**src/rtl/hawk_request_scheduler.sv**
```systemverilog
// HAWK front-end: pushbutton request latch and grant handshake, vehicle hold-off,
// controller step timebase and walk-interval counter.
module hawk_request_scheduler #(
  parameter int N_BTN        = 2,
  parameter int TICK_DIV     = 50000000,
  parameter int MIN_GO_TICKS = 10,
  parameter int WALK_TICKS   = 7
) (
  input  logic             clk,
  input  logic             reset,
  input  logic [N_BTN-1:0] btn,
  input  logic             clr_count,
  input  logic             inc_count,
  output logic             tick,
  output logic             yp,
  output logic             count,
  output logic [N_BTN-1:0] btn_ack,
  output logic             req_pending,
  output logic             lockout
);

  localparam int TW = $clog2(TICK_DIV + 1);
  localparam int HW = (MIN_GO_TICKS > 0) ? $clog2(MIN_GO_TICKS + 1) : 1;
  localparam int WW = $clog2(WALK_TICKS + 1);

  localparam logic [TW-1:0] TICK_LAST  = TW'(TICK_DIV - 1);
  localparam logic [HW-1:0] HOLD_LOAD  = HW'(MIN_GO_TICKS);
  localparam logic [WW-1:0] WALK_LIMIT = WW'(WALK_TICKS);

  typedef enum logic [1:0] {READY, GRANT, SERVE, HOLDOFF} state_t;

  state_t           state, next_state;
  logic [TW-1:0]    tick_cnt;
  logic [WW-1:0]    walk_cnt;
  logic [HW-1:0]    holdoff_cnt, holdoff_next;
  logic [N_BTN-1:0] sync1, sync2, sync3, press;
  logic [N_BTN-1:0] ack_next;
  logic             pend_next;
  logic             any_press;

  always_ff @(posedge clk or posedge reset) begin
    if (reset) tick_cnt <= '0;
    else if (tick_cnt == TICK_LAST) tick_cnt <= '0;
    else tick_cnt <= tick_cnt + 1'b1;
  end

  assign tick = (tick_cnt == TICK_LAST);

  // Two synchroniser stages, a history stage and a registered rising-edge strobe.
  always_ff @(posedge clk or posedge reset) begin
    if (reset) begin
      sync1 <= '0;
      sync2 <= '0;
      sync3 <= '0;
      press <= '0;
    end else begin
      sync1 <= btn;
      sync2 <= sync1;
      sync3 <= sync2;
      press <= sync2 & ~sync3;
    end
  end

  assign any_press = |press;

  always_ff @(posedge clk or posedge reset) begin
    if (reset) walk_cnt <= '0;
    else if (tick) begin
      if (clr_count) walk_cnt <= '0;
      else if (inc_count && (walk_cnt < WALK_LIMIT)) walk_cnt <= walk_cnt + 1'b1;
    end
  end

  assign count = (walk_cnt == WALK_LIMIT);

  always_comb begin
    next_state   = state;
    ack_next     = btn_ack;
    pend_next    = req_pending;
    holdoff_next = holdoff_cnt;
    case (state)
      READY: begin
        if (any_press) begin
          ack_next   = btn_ack | press;
          pend_next  = 1'b1;
          next_state = GRANT;
        end
      end
      GRANT: begin
        ack_next = btn_ack | press;
        if (!clr_count) begin
          ack_next   = '0;
          pend_next  = 1'b0;
          next_state = SERVE;
        end
      end
      SERVE: begin
        if (clr_count) begin
          holdoff_next = HOLD_LOAD;
          next_state   = HOLDOFF;
        end
      end
      HOLDOFF: begin
        if (any_press) begin
          ack_next  = btn_ack | press;
          pend_next = 1'b1;
        end
        // Expiry takes priority over a tick; a press on the expiry clk still grants.
        if (holdoff_cnt == '0) next_state = (req_pending || any_press) ? GRANT : READY;
        else if (tick) holdoff_next = holdoff_cnt - 1'b1;
      end
      default: next_state = READY;
    endcase
  end

  always_ff @(posedge clk or posedge reset) begin
    if (reset) begin
      state       <= READY;
      btn_ack     <= '0;
      req_pending <= 1'b0;
      holdoff_cnt <= '0;
      yp          <= 1'b0;
      lockout     <= 1'b0;
    end else begin
      state       <= next_state;
      btn_ack     <= ack_next;
      req_pending <= pend_next;
      holdoff_cnt <= holdoff_next;
      yp          <= (next_state == GRANT);
      lockout     <= (next_state == HOLDOFF);
    end
  end

endmodule

```
**config.mk**
```make
export PLATFORM = sky130hd
export DESIGN_NAME = hawk_request_scheduler
export DESIGN_NICKNAME = d
export VERILOG_FILES = /design/src/rtl/hawk_request_scheduler.sv
export SDC_FILE = /design/constraint.sdc
export NUM_CORES = 1
export LEC_CHECK = 0
export ABC_AREA = 1
export CAP_MARGIN = 20
export CORE_MARGIN = 2
export CORE_UTILIZATION = 30
export DETAILED_ROUTE_END_ITERATION = 7
export GPL_TIMING_DRIVEN = 0
export HOLD_SLACK_MARGIN = 0.1
export PLACE_DENSITY_LB_ADDON = 0.15
export SLEW_MARGIN = 15
export SYNTH_ARGS = -nofsm -noshare
export SYNTH_HDL_FRONTEND = slang
export SYNTH_SLANG_ARGS = --single-unit
```
**constraint.sdc**
```tcl
create_clock -name clk -period 2 [get_ports clk]
set_input_delay 0.4 -clock clk [delete_from_list [all_inputs] [get_ports clk]]
set_output_delay 0.4 -clock clk [all_outputs]
set_load 0.01 [all_outputs]
```
==> reports/metrics.sh <==
GR-TOTAL-OVERFLOW=0
COMMONEST_NON_FILL_NON_TAP_CELLS_IN_THE_LAYOUT='sky130_fd_sc_hd__nand2_1 (83), sky130_fd_sc_hd__nor2_1 (64), sky130_fd_sc_hd__inv_1 (44), sky130_fd_sc_hd__dfrtp_1 (44), sky130_fd_sc_hd__nand3_1 (21)'
FINAL.FILL_COUNT=942
DIE_AREA_SQ_UM=9500
STATUS='finished clean'
CRIT_CHAIN='nand2_1 -> nor2_1 -> nand2_2 -> nor2_4 -> nand2_2 -> inv_2 -> buf_6'
YOSYSTOPAREACELLSHARE_PCT=45.8
DRC_ERRORS=0
TIMING_MAX_TRANSITION_VIOLATIONS_FINAL=0
LAST_WEIGHTED_CONGESTION_VALUE_OF_THE_ROUTABILITY_DRIVEN_PLACER=0.783
SYNTHESIS.AREA_SQ_UM=2620
MAX_CAP_VIOLATIONS=0
CLOCK_TREE_ROOT_DRIVER_CELL='sky130_fd_sc_hd__clkbuf_8'
CTS_MAX_PATH_BUFFERS=2
TRITONCTS='built'
HOLD_CLASS='reg2reg'
SEQ_AREA_SQ_UM=1210
PIN_COUNT=13
TIMING.CRITICAL_PATH.FROM='tick_cnt[21]'
YS_SEQ_AREA_SHARE_PCT=45.8
CRITICAL_PATH.SLOWEST_CELL='sky130_fd_sc_hd__dfrtp_2'
PORT_BUFFERS=12
SYN_INST=342
CTS.SINKS=48
WORST_PATH_MOST_REPEATED_CELL='sky130_fd_sc_hd__nand2_2'
TRITONCTS.NUM_BUFFERS=5
TIMING_WORST_SLEW_PIN_VALUE_NS=0.389
SYNTH.DISTINCT_CELLS=23
FINAL_WL_MM=5.57
WORST_R2R_PATH_DEPTH=10
CRITICAL_PATH_ARRIVAL_NS=1.58
MAX_FREQ_GHz=0.506
WORST_HOLD_STARTPOINT='sync1[0]'
SHARE_OF_POST_ROUTE_CELLS_WITH_DRIVE_STRENGTH_ABOVE_1_PCT=15.3
SYN2LAYOUT_AREA_GROWTH_PCT=18.9
SYNTH_SIMPLE_GATE_AREA_SHARE_PCT=35.5
YOSYS.AREA_SHARE.XOR_XNOR_PCT=3.68
DIE_Y_UM=97.5
POSTCTSHOLDBUFS=0
DIE_WIDTH_UM=97.5
DR_TOTAL_VIAS=2106
SYNTH_AREA_LEADERS='sky130_fd_sc_hd__dfrtp_1 (46%), sky130_fd_sc_hd__nand2_1 (12%), sky130_fd_sc_hd__nor2_1 (9.5%), sky130_fd_sc_hd__inv_1 (6.7%), sky130_fd_sc_hd__ha_1 (4.3%)'
DRT_FIRST_ITER_VIOLATIONS=73
ANTENNA-DIODE-COUNT=0
MAXIMUM_NUMBER_OF_PINS_ON_ONE_NET_BEFORE_GLOBAL_ROUTE_REPAIR=33
WORST_HOLD_PATH_CELLS=0
VDD_IR_DROP_MAX_mV=0.356
POWER_DENS_CELLS_nW_PER_UM2=870
CLK_TRANSITION_REPORTED_PATHS_NS=0.09
WORST_SLEW_MARGIN_REL_PCT=74.0
FINISH.NET_COUNT=387
FLOORPLAN.INITIALDENSITY_PCT=30.5
YOSYSWARNINGCOUNT=0
GRT_FIRST_PASS_WIRELENGTH_MM=9.61
PLACEABLECOREAREA_SQ_UM=8590
POSTSYNTHREGISTERBITS=48
TIMING.SETUP.CRITICAL_PATH_CLASS='reg2out'
CP.REQUIRED_NS=1.60
SYNTHADDERAREAFRAC_PCT=4.30
SYNTH_COMPOUND_GATE_AREA_SHARE_PCT=3.63
FP-ROW-COUNT=34
REPORT.FINAL.SETUP_VIOL=0
TOTAL_AREA_OF_MULTI_INPUT_COMBINATIONAL_CELLS_SQ_UM=1260
FINAL_COMMON_CELL='sky130_fd_sc_hd__nand2_1'
CLK-INSERTION-DELAY-LATE_NS=0.31
WORSTREG2REGSTART='tick_cnt[1]'
TIMING.FINAL.CRIT_PERIOD_NS=1.98
SETUP.WORST_PATH.END_CLASS='output pin'
CTS-HTREE-LEVELS=2
SYN_NETS=357
ANTENNA_VIOLATIONS_BEFORE_REPAIR=0
FIN_TOTAL_PWR_W=0.00271
SYNTHDOMINANTAREACELLTYPE='sky130_fd_sc_hd__dfrtp_1'
WL_PER_CELL_UM=11.6
FIRSTDRTPASSITERS=6
CLOCK_SKEW_NS=0.0127
SYNTH.AVG_CELL_AREA_SQ_UM=7.66
GRT_PASS1_VIAS=2035
GR-USAGE-ALL-LAYERS_PCT=12.4
POST-ROUTE-PERIOD-UTIL_PCT=98.8
FINAL-HOLD-VIOLATION-COUNT=0
CRIT_FANOUT=5
P_LEAK_nW=1.51
PLACE_HPWL_MM=4.08
CRITICAL_PATH.MAX_STAGE_DELAY_NS=0.43
START_KIND='register'
SYNTH_TOP_FAMILY_BY_AREA='simple AND/OR/NAND/NOR gates'
FINAL.SETUP.TNS_NS=0
DETAIL_ROUTE.VIAS_PER_CELL=4.38
POST_SYNTH_MUX_AREA_SHARE_PCT=0
RSZ0062_AT_GRT='yes'
DETAIL-ROUTE-ANTENNA-NETS=0
## power by group
group | switching [W] | internal, W | total [W]
logic | 0.000490 | 0.000327 | 0.000817
registers | 0.0000819 | 0.00109 | 0.00117
clock network | 0.000352 | 0.000371 | 0.000723
total | 0.000924 | 0.00179 | 0.00271
## sequential cells by signal (all words and copies together) (netlist names)
| name | cells |
|---|---|
| tick_cnt | 26 |
| holdoff_cnt | 4 |
| walk_cnt | 3 |
| btn_ack | 2 |
| press | 2 |
| state | 2 |
| sync1 | 2 |
| sync2 | 2 |
| sync3 | 2 |
| lockout | 1 |
| req_pending | 1 |
| yp | 1 |
## cell families (layout without fill, tap and decap cells)
family / Yosys count / in the layout
adders and majority gates: 9 / 9
AOI/OAI and AO/OA: 19 / 19
buffers and inverters: 49 / 80
DFF: 48 / 48
and+or+nand+nor: 206 / 206
xor gates and xnor gates: 11 / 11
## Yosys cell counts (all sizes together)
| cell type | count |
|---|---|
| or2 | 1 |
| nand3 | 23 |
| inv | 49 |
| ha | 9 |
| xnor2 | 5 |
| nand2 | 93 |
| dfrtp | 48 |
| o21ai | 9 |
| nor3 | 6 |
| nor3b | 1 |
| xor2 | 6 |
| nand4 | 4 |
| a21oi | 10 |
| nor2 | 77 |
| nand3b | 1 |
## area by class of cell
| type | instances | share of cell area, % |
|---|---|---|
| multi-input cells | 245 | 40.4 |
| flip-flops and latches | 48 | 38.7 |
| repair buffers | 23 | 7.03 |
| inverters | 49 | 5.91 |
| well taps | 108 | 4.34 |
| clock buffers | 5 | 2.21 |
| clock inverters | 3 | 1.37 |
## final timing paths
| path | endpoint | slack (ns) |
|---|---|---|
| max in group asynchronous | tick_cnt[21] | 1.09 |
| min | sync2[0] | 0.36 |
| max | tick | 0.02 |
| min reg2reg | sync2[0] | 0.36 |
| max reg2reg | walk_cnt[2] | 0.40 |
| min in group asynchronous | sync1[0] | 0.39 |
## what timing repair did
item,4_1_cts,5_1_grt
gates resized for setup,9,10
endpoints found under the setup margin,1,2
setup buffers,6,4
pin swaps,5,4
## routing by layer
layer	track usage, %	share of wire (%)
met1	17.9	53
met2	19.4	43
met3	2.45	2.9
met4	2.46	0.83
met5	0	0
## per-stage QoR
| step | area [sq um] | instances | utilization (%) | hold WS [ns] | setup slack [ns] |
|---|---|---|---|---|---|
| after global routing | 3110 | 481 | 36.2 | 0.377 | -0.0737 |
| after detailed placement | 2900 | 463 | 33.7 | 0.337 | -0.384 |
| final | 3110 | 481 | 36.2 | 0.359 | 0.0234 |
| after global placement | 2880 | 462 | 33.5 | 0.332 | -0.577 |
| after floorplan | 2620 | 342 | - | 0.331 | 0.387 |
| after CTS | 3060 | 477 | 35.6 | 0.358 | -0.0324 |
## worst max-delay path, delay by kind of cell (launching register included)
kind	cells	cell delay, ns
buffers and inverters	2	0.15
AND/OR/NAND/NOR	5	0.70
flip-flops	1	0.43
Note: power is estimated with default switching activity, not from simulation.
